$ cat src/rtl/hs_issue_pkg.sv
// -----------------------------------------------------------------------------
// hs_issue_pkg
// Shared types and helpers for the handshake issue arbiter.
//   state_t : controller states (IDLE, SETUP, WAIT, ERR)
//   clog2w  : index width for a count of n items, never less than 1
// -----------------------------------------------------------------------------
package hs_issue_pkg;

    typedef enum logic [1:0] {
        ST_IDLE  = 2'd0,
        ST_SETUP = 2'd1,
        ST_WAIT  = 2'd2,
        ST_ERR   = 2'd3
    } state_t;

    function automatic int clog2w(input int n);
        int w;
        w = 1;
        while ((1 << w) < n) w = w + 1;
        return w;
    endfunction

endpackage

$ cat src/rtl/hs_issue_arbiter_sync2.sv
// -----------------------------------------------------------------------------
// sync2
// Two-flop synchronizer for a single asynchronous level/phase signal.
//   i_clk : destination clock
//   i_rst : asynchronous reset, active-high, clears both flops to 0
//   i_d   : asynchronous input
//   o_q   : synchronized output, two i_clk edges behind i_d
// -----------------------------------------------------------------------------
module sync2 (
    input  logic i_clk,
    input  logic i_rst,
    input  logic i_d,
    output logic o_q
);

    logic r_meta;
    logic r_q;

    always_ff @(posedge i_clk or posedge i_rst) begin
        if (i_rst) begin
            r_meta <= 1'b0;
            r_q    <= 1'b0;
        end else begin
            r_meta <= i_d;
            r_q    <= r_meta;
        end
    end

    assign o_q = r_q;

endmodule

$ cat src/rtl/hs_issue_arbiter.sv
// -----------------------------------------------------------------------------
// hs_issue_arbiter
// Shares one 2-phase bundled-data handshake pipeline between NREQ clocked
// requesters. A round-robin pick accepts one token, freezes it on data_out,
// waits SETUP_CYC cycles, toggles req_out and then waits for the synchronized
// ack phase to equal req_out. A missing ack after TIMEOUT cycles parks the
// controller in a terminal error state until reset.
//
// Ports:
//   clk        in   system clock
//   rst        in   asynchronous reset, active-high
//   src_valid  in   [NREQ]    requester i has a token
//   src_data   in   [NREQ*W]  token data, requester i at [i*W +: W]
//   src_ready  out  [NREQ]    one-hot acceptance strobe (combinational)
//   req_out    out            2-phase request to pipeline (registered)
//   ack_in     in             2-phase acknowledge, asynchronous to clk
//   data_out   out  [W]       bundled data to pipeline (registered)
//   grant_id   out  [GW]      requester owning the current token
//   busy       out            high in SETUP or WAIT
//   err        out            sticky handshake timeout flag
//   tx_count   out  [CNTW]    completed tokens, wraps
// -----------------------------------------------------------------------------
module hs_issue_arbiter
    import hs_issue_pkg::*;
#(
    parameter int NREQ      = 4,
    parameter int W         = 3,
    parameter int SETUP_CYC = 1,
    parameter int TIMEOUT   = 255,
    parameter int CNTW      = 16,
    localparam int GW       = clog2w(NREQ)
) (
    input  logic              clk,
    input  logic              rst,
    input  logic [NREQ-1:0]   src_valid,
    input  logic [NREQ*W-1:0] src_data,
    output logic [NREQ-1:0]   src_ready,
    output logic              req_out,
    input  logic              ack_in,
    output logic [W-1:0]      data_out,
    output logic [GW-1:0]     grant_id,
    output logic              busy,
    output logic              err,
    output logic [CNTW-1:0]   tx_count
);

    localparam int SCW = 3;
    localparam int TCW = 16;

    state_t           r_state;
    state_t           w_state_nxt;
    logic             r_req;
    logic [W-1:0]     r_data;
    logic [GW-1:0]    r_gid;
    logic [GW-1:0]    r_ptr;
    logic [SCW-1:0]   r_scnt;
    logic [TCW-1:0]   r_tcnt;
    logic             r_err;
    logic [CNTW-1:0]  r_cnt;

    logic             w_ack_s;
    logic             w_any;
    logic [GW-1:0]    w_pick;
    logic [NREQ-1:0]  w_src_ready;
    logic             w_accept;
    logic             w_toggle;
    logic             w_done;
    logic             w_tmo;
    logic [W-1:0]     w_sd [NREQ];

    sync2 u_ack_sync (
        .i_clk (clk),
        .i_rst (rst),
        .i_d   (ack_in),
        .o_q   (w_ack_s)
    );

    for (genvar gi = 0; gi < NREQ; gi++) begin : g_unpack
        assign w_sd[gi] = src_data[gi*W +: W];
    end

    // Round-robin pick: scan offsets from the pointer downwards so that the
    // smallest circular distance from r_ptr is the one left standing.
    always_comb begin
        int            idx;
        logic [GW-1:0] w_idx;
        w_any  = 1'b0;
        w_pick = '0;
        idx    = 0;
        w_idx  = '0;
        for (int k = NREQ - 1; k >= 0; k--) begin
            idx = int'(r_ptr) + k;
            if (idx >= NREQ) idx = idx - NREQ;
            w_idx = GW'(idx);
            if (src_valid[w_idx]) begin
                w_any  = 1'b1;
                w_pick = w_idx;
            end
        end
    end

    always_ff @(posedge clk or posedge rst) begin
        if (rst) r_state <= ST_IDLE;
        else     r_state <= w_state_nxt;
    end

    always_comb begin
        w_state_nxt = r_state;
        w_src_ready = '0;
        w_accept    = 1'b0;
        w_toggle    = 1'b0;
        w_done      = 1'b0;
        w_tmo       = 1'b0;
        case (r_state)
            ST_IDLE: begin
                if (w_any) begin
                    w_accept            = 1'b1;
                    w_src_ready[w_pick] = 1'b1;
                    w_state_nxt         = ST_SETUP;
                end
            end
            ST_SETUP: begin
                if (r_scnt == SCW'(SETUP_CYC - 1)) begin
                    w_toggle    = 1'b1;
                    w_state_nxt = ST_WAIT;
                end
            end
            ST_WAIT: begin
                // A match on the last allowed cycle still wins over timeout.
                if (w_ack_s == r_req) begin
                    w_done      = 1'b1;
                    w_state_nxt = ST_IDLE;
                end else if (r_tcnt == TCW'(TIMEOUT - 1)) begin
                    w_tmo       = 1'b1;
                    w_state_nxt = ST_ERR;
                end
            end
            ST_ERR: begin
                w_state_nxt = ST_ERR;
            end
            default: begin
                w_state_nxt = ST_IDLE;
            end
        endcase
    end

    always_ff @(posedge clk or posedge rst) begin
        if (rst) begin
            r_req  <= 1'b0;
            r_data <= '0;
            r_gid  <= '0;
            r_ptr  <= '0;
            r_scnt <= '0;
            r_tcnt <= '0;
            r_err  <= 1'b0;
            r_cnt  <= '0;
        end else begin
            if (w_accept) begin
                r_data <= w_sd[w_pick];
                r_gid  <= w_pick;
                r_scnt <= '0;
            end
            if (r_state == ST_SETUP) r_scnt <= r_scnt + 1'b1;
            if (w_toggle) begin
                r_req  <= ~r_req;
                r_tcnt <= '0;
            end
            if (r_state == ST_WAIT) r_tcnt <= r_tcnt + 1'b1;
            if (w_done) begin
                r_cnt <= r_cnt + 1'b1;
                r_ptr <= (r_gid == GW'(NREQ - 1)) ? '0 : r_gid + 1'b1;
            end
            if (w_tmo) r_err <= 1'b1;
        end
    end

    assign src_ready = w_src_ready;
    assign req_out   = r_req;
    assign data_out  = r_data;
    assign grant_id  = r_gid;
    assign busy      = (r_state == ST_SETUP) || (r_state == ST_WAIT);
    assign err       = r_err;
    assign tx_count  = r_cnt;

endmodule

$ cat config.mk
export PLATFORM = sky130hd
export DESIGN_NAME = hs_issue_arbiter
export DESIGN_NICKNAME = d
export VERILOG_FILES = /design/src/rtl/hs_issue_pkg.sv /design/src/rtl/hs_issue_arbiter_sync2.sv /design/src/rtl/hs_issue_arbiter.sv
export SDC_FILE = /design/constraint.sdc
export NUM_CORES = 1
export LEC_CHECK = 0
export CAP_MARGIN = 0
export CORE_MARGIN = 3
export CORE_UTILIZATION = 51
export CTS_CLUSTER_SIZE = 16
export DETAILED_ROUTE_END_ITERATION = 6
export MAX_ROUTING_LAYER = met4
export PLACE_DENSITY = 0.79
export SLEW_MARGIN = 20
export SYNTH_ARGS = -nofsm -noshare
export SYNTH_HDL_FRONTEND = slang
export SYNTH_SLANG_ARGS = --single-unit
$ cat constraint.sdc
create_clock -name clk -period 2.6 [get_ports clk]
set_clock_uncertainty 0.2 [all_clocks]
set_input_delay 0.65 -clock clk [delete_from_list [all_inputs] [get_ports clk]]
set_output_delay 0.65 -clock clk [all_outputs]
set_load 0.005 [all_outputs]
=== Word-level counts from Yosys, hierarchy flattened ===
Index checks and enable logic that the tools add are counted.

* Register bits: 48
* Bits in latches: 0
* Bits in writable memories: 0
* Bits in read-only memories: 0
* Word-level logic and storage cells: 97
* Memories: 0

* Add/subtract/negate cells: 11
* $mul: 0
* Div/mod/pow operators: 0
* Order comparisons: 11
* Equal/unequal tests: 9
* Shift operators: 0
* Multiplexer cells: 46
* Bitwise operators: 2
* Reductions and logical operators: 7

{| class="wikitable"
|+ Operators with widths
! cell !! number
|-
| $add A16 B1 Y16 const B || 2
|-
| $mux W16 || 2
|-
| $mux W2 || 13
|-
| $mux W1 || 18
|-
| $eq A16 B8 Y1 const B || 1
|-
| $lt A2 B3 Y1 const B || 5
|-
| $ge A3 B3 Y1 const B || 4
|-
| $mux W3 || 4
|-
| $bmux W1 S2 || 4
|-
| $mux W4 || 2
|-
| $pmux W2 S4 || 1
|-
| $sub A2 B1 Y2 const B || 4
|-
| $add A2 B2 Y3 const B || 2
|-
| $bmux W3 S2 || 1
|-
| $eq A2 B2 Y1 const B || 3
|-
| $ne A2 B2 Y1 const B || 2
|-
| $reduce_bool A2 Y1 || 2
|-
| $add A2 B1 Y3 const B || 1
|-
| $add A3 B1 Y3 const B || 1
|-
| $ge A2 B3 Y1 const B || 1
|-
| $logic_not A3 Y1 || 1
|-
| $ne A3 B3 Y1 const B || 1
|-
| $not A2 Y3 || 1
|-
| $reduce_and A3 Y1 || 1
|-
| 9 further kinds || 9
|}

=== Longest topological paths before layout ===
Gate-level depths: netlist of run 1.

* Depth in word-level cells: 15
* Mapped depth: 9

=== Cells and area by module ===
A second synthesis of run 1 with hierarchy kept.

* Cell total of the unflattened synthesis: 241
* Area total of the unflattened synthesis: 2426.1 sq um

{| class="wikitable"
|+ Modules (own cells, without submodules)
! module !! instances !! cells each !! area each (sq um) !! seq. area each (sq um)
|-
| hs_issue_arbiter || 1 || 238 || 2372.3 || 1151.1
|-
| sync2 || 1 || 3 || 53.8 || 50.0
|}

=== Least setup slack after synthesis of run 1 ===
OpenSTA, ideal clock, no wires.

* Path kind: input-to-output
* Start point: in src_valid[0]
* End point: out src_ready[3]
* Arrival time: 1.445 ns
* Path slack: 0.305 ns
* Cell stages on the path: 5
* Buffers on the path: 1
* Cell sequence: a21o_1 -> a21oi_1 -> o22a_1 -> buf_4 -> and3_1

* Cells in the longest elaborated chain, start to end: 12
* Elaborated cells between the ends (all ways): 23
* Those cells by class: order compare: 2; mux: 20; reduce/logical: 1

{| class="wikitable"
|+ RTL lines
! what !! line !! RTL
|-
| start, declared || hs_issue_arbiter.sv:35 || <nowiki>input logic [NREQ-1:0] src_valid,</nowiki>
|-
| $bmux W1 S2 || hs_issue_arbiter.sv:95 || <nowiki>if (src_valid[w_idx]) begin</nowiki>
|-
| $mux W1 (implied by the code) || hs_issue_arbiter.sv:95 ||
|-
| $mux W2 (4 in series) || hs_issue_arbiter.sv:95 ||
|-
| $lt A2 B3 Y1 (implied by the code) or $ge A2 B1 Y1 (tied branches) || hs_issue_arbiter.sv:118 || <nowiki>w_src_ready[w_pick] = 1'b1;</nowiki>
|-
| $logic_and A1 B1 Y1 (implied by the code) || hs_issue_arbiter.sv:118 ||
|-
| $mux W1 (implied by the code) || hs_issue_arbiter.sv:118 ||
|-
| $demux W1 S2 || hs_issue_arbiter.sv:118 ||
|-
| $mux W4 * || hs_issue_arbiter.sv:116 || <nowiki>if (w_any) begin</nowiki>
|-
| $mux W4 * || hs_issue_arbiter.sv:114 || <nowiki>case (r_state)</nowiki>
|-
| end, declared || hs_issue_arbiter.sv:37 || <nowiki>output logic [NREQ-1:0] src_ready,</nowiki>
|}

Every way passes the cells marked *; elsewhere a longest branch is shown, timed or not. The select of a mux whose other input is x is not followed.

=== Worst setup path after layout of run 1 ===
Same ends and word-level chain as after synthesis.

==> results.py, run 1 <==
metrics = {
    "outcome": {
        "status": "completed",
    },
    "floorplan": {
        "ios": 47,
        "dieArea_mm2": 0.005612,
        "core_area_mm2": 0.004474,
        "start_util_pct": 54.14,
        "rows": 24,
        "die_w_um": 74.92,
        "floorplan.die.height_um": 74.92,
    },
    "finish": {
        "layout_commonest_cell": "dfrtp_1",
        "syn_to_final_growth_pct": 33.99,
        "drive_gt1_share_pct": 18.35,
        "final_cell_area_mm2": 0.003246,
        "final_nets": 344,
        "layout_common_cells": "dfrtp_1, clkdlybuf4s50_1, nand2_1, buf_4, nand3_1",
        "antennaDiodeCount": 0,
        "utilization_pct": 72.54,
    },
    "logic_synthesis": {
        "async_flop_share_pct": 100.0,
        "yosysTopAreaCellShare_pct": 49.59,
        "syn_inst": 240,
        "synth_area_mm2": 0.002422,
        "synth_nets": 269,
        "syn_area_per_cell_um2": 10.09,
        "netlist_top_cells_area": "dfrtp_1, xnor2_1, nand2_1",
        "synth_edf_count": 0,
        "ys_types": 41,
        "ys_warn_count": 0,
        "synth-seq-cells": 48,
        "yosys.area.top_type": "dfrtp_1",
        "synth-main-ff-cell": "dfrtp_1",
        "synth_seq_area_share_pct": 49.59,
    },
    "worst_setup_path": {
        "reg2reg_from": "r_state[0]$_DFFE_PP0P_",
        "startpoint": "src_valid[0]",
        "critPathKind": "in -> out",
        "setup.worst_path.start_class": "input pin",
        "cp_max_fo": 4,
        "reg2reg_depth": 7,
        "arrival_ns": 1.66,
        "cp-endpoint": "src_ready[3]",
        "worst_setup_path_end_kind": "primary output",
        "required_ns": 1.75,
        "timing.rr.end": "tx_count[15]$_DFFE_PP0P_",
        "r2r_slack_ns": 0.58,
    },
    "sta": {
        "finalHoldViolations": 0,
        "setup_slack_ns": 0.08925,
        "relSlewSlack_pct": 69.84,
        "tightest_slew_ns": 0.4517,
        "finalSetupViolCount": 0,
        "fin_tns_setup_ns": 0,
        "max_freq_mhz": 398.3,
        "fin_crit_ns": 2.511,
        "rsz0062_at_grt": "no",
        "maxSlewViolCount": 0,
        "timing.final.crit_share_pct": 96.57,
    },
    "power_and_ir_drop": {
        "combPwrFrac_pct": 43.1,
        "internal_power_mw": 1.806,
        "p_seq_share_pct": 37.5,
        "clkPwrFrac_pct": 19.4,
        "power_density_mw_per_mm2": 844.9,
        "switchingPower_mw": 0.9364,
        "total_leakage_power_nw": 1.511,
        "ir_drop_mv": 0.7051,
        "power_mw": 2.742,
        "swShare_pct": 34.15,
    },
    "route": {
        "drt_iter0_drc": 107,
        "vias": 2068,
        "drc": 0,
        "drt_wl_total_um": 5227,
        "wire_per_inst_um": 14.20,
        "firstDrtPassIters": 4,
        "avgViaCountPerCell": 5.620,
        "postRouteAntennaNets": 0,
    },
    "job": {
        "cap_violations": 0,
    },
    "global_route": {
        "grt.total_usage_pct": 20.72,
        "grt_max_degree": 23,
        "grt_first_pass_wirelength_um": 8569,
        "grt_overflow": 0,
        "antenna_found_initial": 0,
        "grt_pass1_vias": 1948,
    },
    "clocking": {
        "insertion_delay_ns": 0.30,
        "clkSinkCount": 48,
        "cts_made_buffers": 5,
        "htree_levels": 2,
        "cts.clk_slew.worst_paths_ns": 0.08,
        "cts_root_buf": "clkbuf_8",
        "cts_tree": "built",
        "ctsHoldBuffers": 0,
        "clock_path_buffers": 2,
    },
    "hold_path": {
        "hold_path_class": "reg -> reg",
    },
    "placed_design": {
        "io_buffers": 46,
        "place_ws_ns": -0.7006,
        "place_area_mm2": 0.003015,
        "dp_hpwl_um": 3792,
        "globalplace.congestion": 0.7844,
    },
}
[flip-flops by register name (all words and copies together) (netlist names)]
signal	count
r_tcnt	16
tx_count	16
data_out	3
r_scnt	3
grant_id	2
r_ptr	2
r_state	2
err	1
req_out	1
u_ack_sync.o_q	1
u_ack_sync.r_meta	1
[cells in the mapped netlist, types with 3 or more instances]
library cell,number
nand2b_1,5
nand2_1,34
dfrtp_1,48
o21ai_0,17
mux2i_1,9
o221ai_1,3
ha_1,10
and4_1,5
xnor2_1,15
o31ai_1,4
and3_1,4
a21oi_1,3
nor2_1,11
nor2b_1,4
nand3_1,18
inv_1,10
nand4_1,10
[power by group through the flow]
stage	Sequential, mW	Combinational [mW]	Clock [mW]
global placement	1.04	1.01	0
floorplan	1.03	0.588	0
finish	1.03	1.18	0.532
detailed placement	1.05	1.04	0
global route	1.05	1.32	0.582
CTS	1.03	1.14	0.548
[worst min path at each step]
stage / to / startpoint / cells after the start
finish: u_ack_sync.o_q$_DFF_PP0_ / u_ack_sync.r_meta$_DFF_PP0_ / 0
global route: u_ack_sync.o_q$_DFF_PP0_ / u_ack_sync.r_meta$_DFF_PP0_ / 0
CTS: u_ack_sync.o_q$_DFF_PP0_ / u_ack_sync.r_meta$_DFF_PP0_ / 0
detailed placement: u_ack_sync.o_q$_DFF_PP0_ / u_ack_sync.r_meta$_DFF_PP0_ / 0
global placement: u_ack_sync.o_q$_DFF_PP0_ / u_ack_sync.r_meta$_DFF_PP0_ / 0
floorplan: u_ack_sync.o_q$_DFF_PP0_ / u_ack_sync.r_meta$_DFF_PP0_ / 0
[routing by layer]
metal | vias up | routed length (um) | global-route usage (%)
li1 | 1000 | - | -
met1 | 1007 | 2269 | 24.70
met2 | 45 | 2655 | 34.04
met3 | 16 | 173 | 4.139
met4 | 0 | 129 | 8.893
met5 | - | 0 | -
[area by class of cell]
class | instances | area, um^2
well taps | 52 | 65.06
repair buffers | 73 | 635.6
fillers | 318 | 1229
multi-input cells | 176 | 1190
flip-flops and latches | 48 | 1202
clock buffers | 5 | 68.82
inverters | 11 | 41.29
clock inverters | 3 | 42.54
[worst max-delay path: stages]
cell and delay, ns:
buf_2 0.14, a21o_1 0.19, a21oi_2 0.11, o22a_1 0.19, buf_4 0.13, and3_1 0.14
buf_2 0.11
[per-stage QoR]
stage,instances,hold WS (ns)
floorplan,240,0.1312
global placement,347,0.1343
detailed placement,347,0.1510
CTS,364,0.1713
global route,368,0.1726
finish,368,0.1660
[cells by family after synthesis]
family	share of synthesized area [%]
simple gates	22.21
flops	49.59
compound gates	9.453
xor+xnor	6.147
buf+inv	3.254
mux	4.184
fa+ha+maj	5.165
[repair_timing]
action	CTS	global route
setup buffers	9	4
pin swaps	5	3
endpoints found under the setup margin	4	4
resized for setup	30	8
endpoints found under the hold margin	0	0
Power figures use the tool's default switching activity.
==> run 2, diff against run 1 <==
SLEW_MARGIN = 10   (was 20)
==> results of run 2 <==
Final layout, timing and power as in run 1 (identical DEF).
==> run 3, diff against run 2 <==
CAP_MARGIN = 30   (was 0)
==> results of run 3 <==
Final layout, timing and power as in run 1 (identical DEF).
